<file path="config.mk">
export PLATFORM = sky130hd
export DESIGN_NAME = rf_multiport_sb
export DESIGN_NICKNAME = d
export VERILOG_FILES = /design/src/rtl/rf_pkg.sv /design/src/rtl/rf_sb_counter.sv /design/src/rtl/rf_multiport_sb.sv
export SDC_FILE = /design/constraint.sdc
export NUM_CORES = 2
export LEC_CHECK = 0
export BUFFER_PORTS_ARGS = -buffer_cell sky130_fd_sc_hd__clkbuf_2
export CORE_ASPECT_RATIO = 2
export CORE_UTILIZATION = 60
export CTS_BUF_LIST = sky130_fd_sc_hd__clkbuf_16
export CTS_CLUSTER_SIZE = 20
export DETAILED_ROUTE_END_ITERATION = 6
export PLACE_DENSITY_LB_ADDON = 0.2
export SLEW_MARGIN = 20
export SYNTH_ARGS = -nofsm -noshare
export SYNTH_HDL_FRONTEND = slang
export SYNTH_SLANG_ARGS = --single-unit
</file>
<file path="constraint.sdc">
create_clock -name clk -period 9.5 [get_ports clk]
set_clock_uncertainty 0.05 [all_clocks]
set_input_delay 0.95 -clock clk [delete_from_list [all_inputs] [get_ports clk]]
set_output_delay 0.95 -clock clk [all_outputs]
set_load 0.01 [all_outputs]
</file>
<file path="src/rtl/rf_pkg.sv">
// Shared definitions for the multiport register file and its pending-write scoreboard.
package rf_pkg;

    localparam int ZERO_REG = 0;

    // Largest count a PEND_W-bit pending counter may hold.
    function automatic int pend_max(input int pend_w);
        return (1 << pend_w) - 1;
    endfunction

endpackage

</file>
<file path="src/rtl/rf_sb_counter.sv">
// One register's pending-write counter: saturating increment, 0..2 decrements per cycle,
// clamps at zero and flags an underflow.
module rf_sb_counter
    import rf_pkg::*;
#(
    parameter int PEND_W = 2
) (
    input  logic       clk,
    input  logic       rst,
    input  logic       inc,
    input  logic [1:0] dec,
    output logic       at_max,
    output logic       busy_after,
    output logic       err
);

    localparam int SW = PEND_W + 1;
    localparam logic [SW-1:0] MAX = SW'(pend_max(PEND_W));

    logic [PEND_W-1:0] count;
    logic [SW-1:0]     count_w;
    logic [SW-1:0]     dec_w;
    logic [SW-1:0]     sum;

    assign count_w    = {1'b0, count};
    assign dec_w      = SW'(dec);
    assign at_max     = (count_w == MAX);
    // Busy only counts what survives this cycle's retires, not this cycle's issue.
    assign busy_after = (count_w > dec_w);

    always_comb begin
        sum = count_w + SW'(inc && !at_max);
        err = (sum < dec_w);
    end

    always_ff @(posedge clk) begin
        if (rst) begin
            count <= '0;
        end else if (err) begin
            count <= '0;
        end else begin
            count <= PEND_W'(sum - dec_w);
        end
    end

endmodule

</file>
<file path="src/rtl/rf_multiport_sb.sv">
// NUM_RD-read / 2-write register file with same-cycle write bypass and a per-register
// pending-write scoreboard feeding the issue stage.
module rf_multiport_sb
    import rf_pkg::*;
#(
    parameter int DATA_W = 32,
    parameter int ADDR_W = 5,
    parameter int NUM_RD = 2,
    parameter int PEND_W = 2
) (
    input  logic                     clk,
    input  logic                     rst,
    input  logic [NUM_RD*ADDR_W-1:0] rd_addr,
    output logic [NUM_RD*DATA_W-1:0] rd_data,
    output logic [NUM_RD-1:0]        rd_busy,
    input  logic [1:0]               wr_en,
    input  logic [2*ADDR_W-1:0]      wr_addr,
    input  logic [2*DATA_W-1:0]      wr_data,
    input  logic [1:0]               wr_retire,
    input  logic                     iss_en,
    input  logic [ADDR_W-1:0]        iss_addr,
    output logic                     iss_stall,
    output logic                     sb_err
);

    localparam int DEPTH = 2 ** ADDR_W;
    localparam logic [ADDR_W-1:0] ZERO_IDX = ADDR_W'(ZERO_REG);

    logic [DATA_W-1:0] mem [DEPTH];

    logic [ADDR_W-1:0] wa0, wa1;
    logic [DATA_W-1:0] wd0, wd1;
    logic              we0, we1;
    logic              ret0, ret1;

    assign wa0  = wr_addr[0 +: ADDR_W];
    assign wa1  = wr_addr[ADDR_W +: ADDR_W];
    assign wd0  = wr_data[0 +: DATA_W];
    assign wd1  = wr_data[DATA_W +: DATA_W];
    assign we0  = wr_en[0] && (wa0 != ZERO_IDX);
    assign we1  = wr_en[1] && (wa1 != ZERO_IDX);
    assign ret0 = wr_en[0] && wr_retire[0];
    assign ret1 = wr_en[1] && wr_retire[1];

    // Lane 1 is applied last so it wins a same-index collision.
    always_ff @(posedge clk) begin
        if (rst) begin
            for (int i = 0; i < DEPTH; i++) begin
                mem[i] <= '0;
            end
        end else begin
            if (we0) mem[wa0] <= wd0;
            if (we1) mem[wa1] <= wd1;
        end
    end

    logic [DEPTH-1:0] at_max_v;
    logic [DEPTH-1:0] busy_v;
    logic [DEPTH-1:0] err_v;

    assign at_max_v[0] = 1'b0;
    assign busy_v[0]   = 1'b0;
    assign err_v[0]    = 1'b0;

    // Stall is decided from the pre-retire count, so a same-cycle retire cannot unblock it.
    assign iss_stall = iss_en && at_max_v[iss_addr];

    for (genvar r = 1; r < DEPTH; r++) begin : g_sb
        logic       inc;
        logic [1:0] dec;

        assign inc = iss_en && (iss_addr == ADDR_W'(r)) && !iss_stall;
        assign dec = {1'b0, ret0 && (wa0 == ADDR_W'(r))}
                   + {1'b0, ret1 && (wa1 == ADDR_W'(r))};

        rf_sb_counter #(
            .PEND_W(PEND_W)
        ) u_cnt (
            .clk       (clk),
            .rst       (rst),
            .inc       (inc),
            .dec       (dec),
            .at_max    (at_max_v[r]),
            .busy_after(busy_v[r]),
            .err       (err_v[r])
        );
    end

    always_ff @(posedge clk) begin
        if (rst) begin
            sb_err <= 1'b0;
        end else if (|err_v) begin
            sb_err <= 1'b1;
        end
    end

    for (genvar k = 0; k < NUM_RD; k++) begin : g_rd
        logic [ADDR_W-1:0] ra;
        logic [DATA_W-1:0] rv;

        assign ra = rd_addr[k*ADDR_W +: ADDR_W];

        always_comb begin
            rv = mem[ra];
            if (ra == ZERO_IDX) begin
                rv = '0;
            end else if (we1 && (wa1 == ra)) begin
                rv = wd1;
            end else if (we0 && (wa0 == ra)) begin
                rv = wd0;
            end
        end

        assign rd_data[k*DATA_W +: DATA_W] = rv;
        assign rd_busy[k]                  = busy_v[ra];
    end

endmodule
</file>
Yosys cells after proc, flatten, opt, wreduce, memory -nomap -nowiden
Memory sizes are Yosys's and may differ from the RTL's.
Cells that the tools add are included.
{ "classes": {"add_sub_neg": 93, "n_lt_le_gt_ge": 65, "n_eq_ne": 128, "muxes": 26, "reduce_logical": 234} }
{ "ops": {"columns": ["op", "count"], "rows": [
  ["32-bit 2-to-1 mux", 8],
  ["5-bit == test (second input constant)", 48],
  ["1-bit logical AND", 164],
  ["5-bit by 4-bit == test with 1-bit output (second input constant)", 24],
  ["2-bit by 1-bit adder with 3-bit output", 31],
  ["3-bit by 2-bit less-than comparator with 1-bit output", 31],
  ["32-bit OR reduction", 2],
  ["1-bit by 1-bit adder with 2-bit output", 31],
  ["2-bit == test (second input constant)", 31],
  ["2-bit > comparator", 31],
  ["2-bit OR reduction", 31],
  ["2-bit subtractor", 31],
  ["5-bit by 3-bit == test with 1-bit output (second input constant)", 12],
  ["1-bit zero test", 32],
  ["31-bit OR reduction", 1],
  ["5-bit by 2-bit == test with 1-bit output (second input constant)", 6],
  ["5-bit == test", 4],
  ["5-bit by 6-bit less-than comparator with 1-bit output (second input constant)", 3],
  ["1-bit binary-select mux with 5-bit select", 3],
  ["5-bit by 1-bit == test with 1-bit output (second input constant)", 3],
  ["1-bit 2-to-1 mux", 13],
  ["5-bit zero test", 2],
  ["5-bit 2-to-1 mux", 2],
  ["5-bit nonzero test", 2]
]} }
{ "totals": {"ff_bits": 63, "mem_bits_rw": 1024, "input_bits": 96, "output_inout_bits": 68, "elab_cells": 579, "mem_count": 1} }
{ "mem_list": {"columns": ["name", "words", "word_bits", "read_ports", "rd_ports_with_merged_regs", "wr", "line", "source"], "rows": [
  ["mem", 32, 32, 2, 0, 32, "rf_multiport_sb.sv:29", "logic [DATA_W-1:0] mem [DEPTH];"]
]} }

Logic depth before layout (Yosys ltp)
{ "logic_depth": {"word_depth": 10, "mapped_depth": 16, "ltp_nobuf": 15} }

By module
Synthesis repeated with hierarchy kept, for this count alone.
{ "hier_totals": {"hier_cells": 5746, "area_unflattened_um2": 69532.9} }
{ "modules_own_cells": {"columns": ["module", "instances", "cells_per_inst", "area_per_inst_um2", "seq_area_each_um2"], "rows": [
  ["rf_multiport_sb", 1, 5095, 63016.7, 30769.5],
  ["rf_sb_counter", 31, 21, 210.2, 40.0]
]} }

Worst setup path after synthesis
OpenSTA, ideal clock, no wires.
{ "synth_timing": {"path_type": "input -> register", "from": "input rst", "to": "memory mem[27][0], enable pin", "setup_ns": 0.466, "arrival_time_ns": 4.108, "t_required_ns": 8.984, "slack_ns": 4.876, "path_stages": 5, "n_path_buf": 2, "cell_sequence": "buf_2 -> and2b_1 -> nand3_1 -> clkbuf_1 -> o21ai_0"} }
{ "synth_rtl": {"columns": ["element", "line", "source"], "rows": [
  ["start: declaration", "rf_multiport_sb.sv:12", "input logic rst,"],
  ["end: declaration", "rf_multiport_sb.sv:29", null]
]} }

Final worst setup path
{ "layout_timing": {"from": "input rd_addr[2]", "to": "output rd_data[22]"} }
{ "layout_between": {"elab_chain_len": 5, "word_cells_on_any_way": 9, "classes_between": "eq/ne: 2; mux: 3; reduce/logical: 3; memory: 1"} }
{ "layout_rtl": {"columns": ["element", "line", "source"], "rows": [
  ["start: declaration", "rf_multiport_sb.sv:13", "input logic [NUM_RD*ADDR_W-1:0] rd_addr,"],
  ["branches (longest 4 deep; another with memory read 32 x 32 bit)", null, null],
  ["32-bit 2-to-1 mux (*)", "rf_multiport_sb.sv:105", "if (ra == ZERO_IDX) begin"],
  ["end: declaration", "rf_multiport_sb.sv:14", "output logic [NUM_RD*DATA_W-1:0] rd_data,"]
]} }
Every way passes the cells marked *.

==> impl_metrics.csv <==
group,metric,value,unit
power_and_ir_drop,clkPwrFrac,0.360,
cells_and_area,fillCellCount,8532,
grt,grt_pass1_wl,401000,microns
timing,fmax,155,MHz
cells_and_area,fin_cells,6780,
synth,yosysWarnings,0,
grt,grt_max_degree,122,
floorplanning,rows,174,
synth,avgSynthCellArea,12.4,sq um
critical_path,crit_type,"input port to output pin",
placed_design,dpl.cell_count,6579,
critical_path,cp-end-kind,"output pin",
floorplanning,start_util,0.604,
critical_path,crit_path_start_kind,"input port",
critical_path,cp.required,8.50,ns
clocking,clock_sinks,1087,
placed_design,place.gp.congestion,1.09,
route,wire_per_inst,42.6,microns
timing,finalHoldViolations,0,
clocking,cts.clk_slew.worst_paths,0.07,ns
synth,yosysTopAreaCellShare,0.453,
cells_and_area,fin_nets,5496,
synth,netlist_area,67900,sq um
synth,syn-instance-count,5464,
clocking,cts_setup_buffers,0,
route,via_count,56100,
synth,async_flop_share,0,
placed_design,place_ws,3.47,ns
synth,synthTopCellsByArea,"edfxtp_1, mux4_2, a22o_1, mux2i_1, ha_1",
clocking,cts_resized,0,
power_and_ir_drop,p_total,11.8,mW
cells_and_area,drive_gt1_frac,0.192,
power_and_ir_drop,ir_drop,0.150,mV
hold_path,worstHoldPathType,"input port to register",
route,avgViaCountPerCell,8.27,
grt,grt_pass1_vias,56100,
route,drcViolationCount,10,
route,wirelength,289000,microns
synth,synth_top_cell_by_area,"edfxtp_1",
timing,setup_tns,0,ns
critical_path,crit_fanout,121,
power_and_ir_drop,p_int,8.38,mW
placed_design,dpl-instance-area,69600,sq um
power_and_ir_drop,power_density,161,nW/um^2
run,drv_cap,0,
route,drt_pass1_iterations,7,
cells_and_area,final_area,73000,sq um
critical_path,crit_arrival,5.45,ns
power_and_ir_drop,seq_power_share,0.481,
clocking,cts_max_path_buffers,3,
cells_and_area,synthToLayoutAreaGrowth,7.53,%
timing,timing.hold.ws,0.782,ns
floorplanning,io_pins,164,
power_and_ir_drop,pwr-share-comb,0.160,
synth,ys_ff_latch,1087,
status,violations,"DRC",
clocking,ctsHoldBuffers,0,
grt,grt-ovfl-total,0,
timing,rsz0062_at_grt,"no",
power_and_ir_drop,switching_power,3.37,mW
timing,worstMarginPinSlew,1.30,ns
route,drtIter0Drc,8704,
synth,synth-edff-count,1024,
status,status,"finished, violations left",
clocking,clock_latency,0.75,ns
grt,antenna_found_initial,28,
timing,worst_slew_margin_rel,0.136,
placed_design,numPortBuffers,163,
clocking,htree_num_levels,3,
synth,yosys_most_used_dff,"edfxtp_1",
power_and_ir_drop,switching_share,0.287,
grt,gr-usage-all-layers,0.507,
floorplanning,die_area,115000,sq um
cells_and_area,final_core_util,0.650,
placed_design,dp_hpwl,166000,microns
timing,finalWorstSetupSlack,3.05,ns
timing,finalCritPeriodShare,0.679,
clocking,cts_tree,"yes",
power_and_ir_drop,p_leak,25.2,nW
synth,seq_area_frac_synth,0.472,
synth,synth_cell_types,75,
floorplanning,die_y,478,microns
route,ant_nets,0,
timing,min_period,6.45,ns
floorplanning,core_area,112000,sq um
clocking,root_buffer,"clkbuf_16",
timing,slew_viol_final,0,
clocking,numCtsBuffers,97,
timing,final-setup-viol-count,0,
floorplanning,fp.dieW,240,microns
kinds of logic after synthesis:
logic type / share of synthesized area
muxes: 0.169
DFF: 0.472
adders and majority gates: 0.0434
other: 0.0000552
buffers and inverters: 0.0521
AOI/OAI and AO/OA: 0.196
xor gates and xnor gates: 0.00658
and+or+nand+nor: 0.0618
Yosys cell counts, types with 8 or more instances:
library cell,instances
a32o_1,33
xor2_1,36
o22ai_1,97
a22o_1,864
buf_2,119
inv_1,103
mux2i_1,248
xnor2_1,15
dfxtp_1,63
nor4_1,10
o21ai_0,192
a21boi_0,31
nor2b_1,39
nor3_1,94
a22oi_1,126
or3_1,17
ha_1,186
a211o_1,8
o21ai_1,17
nor2_1,170
o221ai_1,125
clkbuf_1,526
fa_1,31
edfxtp_1,1024
nand2_1,419
nand3b_1,8
o31ai_1,32
o211ai_1,16
nor3b_1,40
buf_4,38
nand3_1,61
buf_1,51
mux4_2,398
o21a_1,31
a21oi_1,79
nand2b_1,12
worst max-delay path: stages:
cell	delay (ns)
buf_8	0.38
buf_4	0.63
buf_12	0.68
mux4_2	0.38
o22ai_1	0.07
a21oi_1	0.89
nor3_1	0.25
o31ai_1	0.59
clkbuf_2	0.24
layout by cell type, fill, tap and decap left out, types with 30 or more instances in the layout:
| cell type | Yosys | layout |
|---|---|---|
| edfxtp_1 | 1024 | 1024 |
| a22o_1 | 864 | 864 |
| nand2_1 | 419 | 417 |
| mux4_2 | 398 | 398 |
| mux2i_1 | 248 | 248 |
| ha_1 | 186 | 186 |
| o21ai_0 | 192 | 174 |
| buf_4 | 38 | 168 |
| clkbuf_2 | 5 | 156 |
| nor2_1 | 170 | 142 |
| a22oi_1 | 126 | 126 |
| o221ai_1 | 125 | 125 |
| inv_1 | 103 | 123 |
| clkbuf_16 | 0 | 100 |
| o22ai_1 | 97 | 97 |
| a21oi_1 | 79 | 78 |
| nor3_1 | 94 | 64 |
| dfxtp_1 | 63 | 63 |
| nand3_1 | 61 | 61 |
| nor3b_1 | 40 | 40 |
| nor2b_1 | 39 | 37 |
| xor2_1 | 36 | 36 |
| a32o_1 | 33 | 33 |
| o31ai_1 | 32 | 32 |
| conb_1 | 1 | 32 |
| nor2_4 | 0 | 31 |
| a21boi_0 | 31 | 31 |
| o21a_1 | 31 | 31 |
| fa_1 | 31 | 31 |
| nor3_2 | 7 | 30 |
power groups by stage:
stage	registers, mW	logic (mW)	clock network, mW
finish	5.65	1.88	4.23
global placement	5.72	1.72	0
detailed placement	5.75	1.74	0
floorplan	5.70	1.08	0
global route	5.68	1.87	4.36
CTS	5.65	1.74	4.20
per-layer routing:
metal	vias to the layer above	part of all wire	global-route usage
met5	-	0.00051	0.00476
met4	22	0.13	0.538
met3	2160	0.16	0.204
met2	5628	0.43	0.740
met1	27000	0.28	0.532
li1	21300	-	-
flip-flops by register name, summed over array words and instances, names as in the netlist:
signal,count
mem,1024
g_sb.u_cnt.count,62
sb_err,1
cell type report:
class	instances	area, sq um	share of cell area
Clock inverter	83	803	0.0110
Sequential cell	1087	32000	0.439
Tap cell	1496	1870	0.0256
Timing Repair Buffer	334	2210	0.0303
Clock buffer	100	2500	0.0343
Antenna cell	17	42.5	0.000583
Inverter	105	394	0.00540
Multi-Input combinational cell	3558	33100	0.454
path summary, 6_finish.rpt:
path,start,end,slack [ns],cells after the start
setup / recovery,rd_addr[2],rd_data[22],3.05,9
setup reg to reg,g_sb[12].u_cnt.count[1],sb_err,4.13,13
hold reg to reg,g_sb[18].u_cnt.count[0],g_sb[18].u_cnt.count[0],0.78,4
hold / removal,rst,sb_err,0.78,2
No activity file was read; power rests on OpenSTA's default activity.
